### src/rtl/fp_special_pipe.sv
// Stage 1 of the shared FP add/mul datapath: special-value classification
// with a 2-entry skid buffer so in_ready comes straight from a flop.
`ifndef FP_SPECIAL_DEFS
`define FP_SPECIAL_DEFS
`define FP16 0
`define FP32 1
`define FP64 2
`define GET_FP_LEN(f) ((f) == `FP16 ? 16 : (f) == `FP64 ? 64 : 32)
`define GET_EXP_LEN(f) ((f) == `FP16 ? 5 : (f) == `FP64 ? 11 : 8)
`define GET_MAN_LEN(f) ((f) == `FP16 ? 10 : (f) == `FP64 ? 52 : 23)
`define NORMAL 2'b00
`define ZERO 2'b01
`define INF 2'b10
`define NAN 2'b11
`endif

module fp_special_pipe #(
  parameter int data_format = `FP32,
  parameter int TAG_W = 4
) (
  input  logic clk,
  input  logic rst_n,
  input  logic flush,
  input  logic in_valid,
  output logic in_ready,
  input  logic [`GET_FP_LEN(data_format)-1:0] in_a,
  input  logic [`GET_FP_LEN(data_format)-1:0] in_b,
  input  logic [1:0] in_op,
  input  logic [TAG_W-1:0] in_tag,
  output logic out_valid,
  input  logic out_ready,
  output logic [1:0] out_special,
  output logic [`GET_FP_LEN(data_format)-1:0] out_result,
  output logic out_invalid,
  output logic [`GET_FP_LEN(data_format)-1:0] out_a,
  output logic [`GET_FP_LEN(data_format)-1:0] out_b,
  output logic [1:0] out_op,
  output logic [TAG_W-1:0] out_tag
);

  localparam int W  = `GET_FP_LEN(data_format);
  localparam int EW = `GET_EXP_LEN(data_format);
  localparam int MW = `GET_MAN_LEN(data_format);

  typedef struct packed {
    logic [1:0]       sp;
    logic [W-1:0]     res;
    logic             inv;
    logic [W-1:0]     a;
    logic [W-1:0]     b;
    logic [1:0]       op;
    logic [TAG_W-1:0] tag;
  } ent_t;

  typedef enum logic [1:0] {
    S_EMPTY,
    S_ONE,
    S_TWO
  } state_t;

  logic          a_s, b_s;
  logic [EW-1:0] a_e, b_e;
  logic [MW-1:0] a_m, b_m;

  assign {a_s, a_e, a_m} = in_a;
  assign {b_s, b_e, b_m} = in_b;

  logic a_nan, b_nan, a_snan, b_snan;
  logic a_inf, b_inf, a_zero, b_zero;
  logic is_mul, sb_eff;

  assign a_nan  = (&a_e) && (|a_m);
  assign b_nan  = (&b_e) && (|b_m);
  assign a_snan = a_nan && !a_m[MW-1];
  assign b_snan = b_nan && !b_m[MW-1];
  assign a_inf  = (&a_e) && !(|a_m);
  assign b_inf  = (&b_e) && !(|b_m);
  assign a_zero = !(|in_a[W-2:0]);
  assign b_zero = !(|in_b[W-2:0]);
  assign is_mul = (in_op == 2'b10);
  assign sb_eff = b_s ^ (in_op == 2'b01);

  logic [1:0]   cls_sp;
  logic         cls_sgn;
  logic         cls_inv;
  logic [W-1:0] cls_res;

  always_comb begin
    cls_sp  = `NORMAL;
    cls_sgn = 1'b0;
    cls_inv = a_snan | b_snan;
    if (a_nan || b_nan) begin
      cls_sp = `NAN;
    end else if (is_mul) begin
      if ((a_inf && b_zero) || (a_zero && b_inf)) begin
        cls_sp  = `NAN;
        cls_inv = 1'b1;
      end else if (a_inf || b_inf) begin
        cls_sp  = `INF;
        cls_sgn = a_s ^ b_s;
      end else if (a_zero || b_zero) begin
        cls_sp  = `ZERO;
        cls_sgn = a_s ^ b_s;
      end
    end else begin
      if (a_inf && b_inf) begin
        if (a_s == sb_eff) begin
          cls_sp  = `INF;
          cls_sgn = a_s;
        end else begin
          cls_sp  = `NAN;
          cls_inv = 1'b1;
        end
      end else if (a_inf) begin
        cls_sp  = `INF;
        cls_sgn = a_s;
      end else if (b_inf) begin
        cls_sp  = `INF;
        cls_sgn = sb_eff;
      end else if (a_zero && b_zero) begin
        cls_sp  = `ZERO;
        cls_sgn = a_s & sb_eff;
      end
    end
  end

  always_comb begin
    cls_res = '0;
    unique case (cls_sp)
      `NAN:    cls_res = {1'b0, {EW{1'b1}}, 1'b1, {(MW-1){1'b0}}};
      `INF:    cls_res = {cls_sgn, {EW{1'b1}}, {MW{1'b0}}};
      `ZERO:   cls_res = {cls_sgn, {(W-1){1'b0}}};
      default: cls_res = '0;
    endcase
  end

  ent_t new_e;

  always_comb begin
    new_e     = '0;
    new_e.sp  = cls_sp;
    new_e.res = cls_res;
    new_e.inv = cls_inv;
    new_e.a   = in_a;
    new_e.b   = in_b;
    new_e.op  = in_op;
    new_e.tag = in_tag;
  end

  state_t state_q;
  ent_t   main_q;
  ent_t   skid_q;
  logic   in_ready_q;

  logic accept, pop, to_two;

  assign accept = in_valid && in_ready_q;
  assign pop    = (state_q != S_EMPTY) && out_ready;
  assign to_two = (state_q == S_ONE && accept && !pop) ||
                  (state_q == S_TWO && !pop);

  always_ff @(posedge clk or negedge rst_n) begin
    if (!rst_n) begin
      state_q    <= S_EMPTY;
      in_ready_q <= 1'b1;
      main_q     <= '0;
      skid_q     <= '0;
    end else if (flush) begin
      state_q    <= S_EMPTY;
      in_ready_q <= 1'b1;
    end else begin
      in_ready_q <= !to_two;
      unique case (state_q)
        S_EMPTY: begin
          if (accept) begin
            main_q  <= new_e;
            state_q <= S_ONE;
          end
        end
        S_ONE: begin
          if (accept && pop) begin
            main_q <= new_e;
          end else if (accept) begin
            skid_q  <= new_e;
            state_q <= S_TWO;
          end else if (pop) begin
            state_q <= S_EMPTY;
          end
        end
        S_TWO: begin
          if (pop) begin
            main_q  <= skid_q;
            state_q <= S_ONE;
          end
        end
        default: state_q <= S_EMPTY;
      endcase
    end
  end

  assign in_ready    = in_ready_q;
  assign out_valid   = (state_q != S_EMPTY);
  assign out_special = main_q.sp;
  assign out_result  = main_q.res;
  assign out_invalid = main_q.inv;
  assign out_a       = main_q.a;
  assign out_b       = main_q.b;
  assign out_op      = main_q.op;
  assign out_tag     = main_q.tag;

endmodule

### config.mk
export PLATFORM = sky130hd
export DESIGN_NAME = fp_special_pipe
export DESIGN_NICKNAME = d
export VERILOG_FILES = /design/src/rtl/fp_special_pipe.sv
export SDC_FILE = /design/constraint.sdc
export NUM_CORES = 1
export LEC_CHECK = 0
export ABC_AREA = 1
export CELL_PAD_IN_SITES_DETAIL_PLACEMENT = 1
export CELL_PAD_IN_SITES_GLOBAL_PLACEMENT = 2
export CORE_UTILIZATION = 29
export CTS_BUF_LIST = sky130_fd_sc_hd__clkbuf_4
export DETAILED_ROUTE_END_ITERATION = 8
export GPL_TIMING_DRIVEN = 1
export MAX_ROUTING_LAYER = met4
export PLACE_DENSITY_LB_ADDON = 0.1
export SLEW_MARGIN = 15
export SYNTH_ARGS = -nofsm -noshare
export SYNTH_HDL_FRONTEND = slang
export SYNTH_SLANG_ARGS = --single-unit
export TNS_END_PERCENT = 30
### constraint.sdc
create_clock -name clk -period 2.36 [get_ports clk]
set_input_delay 0.472 -clock clk [delete_from_list [all_inputs] [get_ports clk]]
set_output_delay 0.472 -clock clk [all_outputs]
set_load 0.05 [all_outputs]
==> impl_metrics.py <==
metrics = {
    "status": {
        "status": "complete, no violations",
    },
    "floorplan": {
        "fp.coreArea_mm2": 0.02375,
        "io_pins": 182,
        "die_h_um": 158.4,
        "die_x_um": 158.4,
        "row_count": 56,
        "dieArea_mm2": 0.02509,
        "initial_core_util": 0.2986,
    },
    "power": {
        "netSwitchingPower_mw": 4.144,
        "p_sw_frac": 0.4105,
        "power_frac_seq": 0.408,
        "share_comb_of_total_power": 0.399,
        "p_per_area_mw_per_mm2": 1029,
        "leakage_nw": 4.684,
        "p_int_mw": 5.951,
        "clkPwrFrac": 0.193,
        "ir_drop_v": 0.0004611,
    },
    "synth": {
        "synth-async-reset-ratio": 1.000,
        "yosysWarningCount": 0,
        "synth_top_area_cell": "dfrtp_1",
        "synth_area_leaders": "dfrtp_1 54%, nand2_1 21%, nor2_1 6.9%",
        "syn-instance-count": 905,
        "synth-seq-cells": 153,
        "syn_avg_cell_area_um2": 7.838,
        "ys_types": 23,
        "yosysTopAreaCellShare": 0.5362,
        "mappedNetlistArea_mm2": 0.007093,
        "synth_ff_type": "dfrtp_1",
        "seq_area_frac_synth": 0.5400,
        "synth_edf_count": 0,
    },
    "worst_setup_path": {
        "crit_buf_inv": 1,
        "crit_family": "buffers and inverters",
        "critPathArrivalTime_ns": 1.78,
        "worstSetupPathDepth": 1,
        "path_class": "flop to primary output",
        "slowest_stage": "clkdlybuf4s50_1",
        "cp_cell_sequence": "clkdlybuf4s50_1",
        "reg2regPathDepth": 11,
        "worstPathRequired_ns": 1.89,
        "crit_fanout": 2,
        "start_kind": "flop",
        "endpoint_kind": "primary output",
        "max_stage_delay_ns": 0.85,
    },
    "sta": {
        "finClkSkew_ns": 0.02656,
        "drv_slew": 0,
        "finalWorstSetupSlack_ns": 0.1070,
        "worstMarginPinSlew_ns": 0.5737,
        "setup_violations": 0,
        "finalSetupTns_ns": 0,
        "hold_viol_final": 0,
        "grt_setup_unrepaired": "no",
        "fin_crit_ns": 2.253,
        "hold_slack_ns": 0.3885,
        "min_period_over_period": 0.9547,
        "fmax_mhz": 443.9,
        "max_slew_margin": 0.6163,
    },
    "finish": {
        "nNetsFinal": 1189,
        "drive_above_1_share": 0.1093,
        "finish.instance_area_mm2": 0.009813,
        "syn2layout_area_growth_pct": 38.35,
    },
    "route": {
        "dr_total_vias": 6374,
        "viasPerCell": 4.411,
        "avgRoutedWirePerCell_um": 14.78,
        "drc_errors": 0,
        "first_pass_iters": 4,
        "wl_um": 21350,
        "drtIter0Drc": 271,
        "drtAntennaViolNets": 0,
    },
    "grt": {
        "grt_max_degree": 79,
        "grt_overflow": 0,
        "grt_pass1_wl_um": 35100,
        "groute.usage.overall": 0.1882,
        "grt_pass1_vias": 6622,
        "antenna_found_initial": 1,
    },
    "placed_design": {
        "dp_slack_ns": -0.3026,
        "place_area_mm2": 0.009465,
        "gp_congestion": 0.7544,
        "port_buffers": 159,
        "hpwl_um": 14290,
    },
    "clock_tree": {
        "clockBufferDepth": 2,
        "cts_tree": "built",
        "cts_buffers": 17,
        "insertion_delay_ns": 0.56,
        "path_clk_slew_ns": 0.15,
        "root_buffer": "clkbuf_4",
        "cts_sinks": 153,
        "cts_setup_buffers": 0,
        "htree_levels": 4,
    },
    "worst_hold_path": {
        "min_path_type": "primary input to asynchronous set/reset pin",
    },
    "job": {
        "drv_cap": 0,
    },
}
## cells in the final DEF, fill, tap and decap left out, drive strengths merged, types with 17 or more instances in the layout
cell             n
o21ai           17
a31oi           72
clkdlybuf4s50  143
nand2          394
inv             28
buf             84
dfrtp          152
nor2           132
clkbuf          20
conb            22
## flip-flops by register name, summed over array words and instances (netlist names)
| signal | cells |
|---|---|
| out_invalid | 1 |
| out_special | 1 |
| out_b | 32 |
| state_q | 2 |
| out_op | 2 |
| out_a | 32 |
| skid_q | 75 |
| in_ready | 1 |
| out_tag | 4 |
| out_result | 3 |
## cell type report
cell class / instances / area, um^2
multi-input cells: 670 / 2813
fillers: 2873 / 13940
inverters: 28 / 107.6
repair buffers: 243 / 2318
flip-flops and latches: 153 / 3830
diodes: 1 / 2.502
clock buffers: 19 / 142.6
clock inverters: 12 / 200.2
well taps: 319 / 399.1
## repair_timing
action                                 in CTS  in global routing
endpoints found under the hold margin      42                  0
hold buffers                                1                  0
setup endpoints to repair                  11                  5
pin swaps                                   0                  0
gates resized for setup                    11                  6
## layer usage
layer,share of wire,wire [um],up-vias,global-route usage
met1,0.49,10470,3016,0.2452
met3,0.035,752,12,0.03593
li1,-,-,3232,-
met2,0.47,9949,114,0.2999
met5,0,0,-,-
met4,0.0086,184,0,0.04853
## per-stage QoR
stage	power (mW)	utilization	std cells
3_5_place_dp	8.272	0.3985	1412
2_1_floorplan	6.721	-	926
3_3_place_gp	8.196	0.3985	1412
4_1_cts	10.26	0.4128	1444
6_report	10.10	0.4131	1445
5_1_grt	10.76	0.4131	1445
## Yosys cell counts, drive strengths merged (2+ instances only)
library cell  instances
nand2               394
dfrtp               152
nor2                132
a31oi                72
buf                  45
clkbuf               30
inv                  28
o21ai                17
a21oi                10
nand3                10
nand4                 6
o21bai                2
xor2                  2
## final timing paths
kind	from	end	slack (ns)
hold / removal	rst_n	out_tag[0]$_DFFE_PN0P_	0.39
setup / recovery	out_invalid$_DFFE_PN0P_	out_invalid	0.11
hold reg to reg	skid_q[33]$_DFFE_PN0P_	skid_q[33]$_DFFE_PN0P_	0.49
min in group clk	in_tag[1]	skid_q[1]$_DFFE_PN0P_	0.47
setup reg to reg	in_ready$_DFF_PN1_	out_b[25]$_DFFE_PN0P_	0.49
max in group asynchronous	rst_n	skid_q[28]$_DFFE_PN0P_	1.26
## power groups by stage
stage	logic (mW)	registers, mW	clock network [mW]
after floorplan	1.21	5.51	0
after global placement	4.03	4.16	0
after detailed placement	4.08	4.19	0
after CTS	4.10	4.14	2.03
after global routing	4.38	4.26	2.13
final	4.03	4.12	1.95
## cells by family (layout without fill, tap and decap cells)
family,after synthesis,count (layout),share of synthesized area
adder cells (fa/ha/maj),1,1,0.001764
AND/OR/NAND/NOR,543,543,0.2932
flip-flops,153,153,0.5400
other,1,23,0.0005287
AO/OA/AOI/OAI,102,102,0.08643
buffers and inverters,103,302,0.07568
XOR/XNOR,2,2,0.002470
Power figures use the tool's default switching activity.
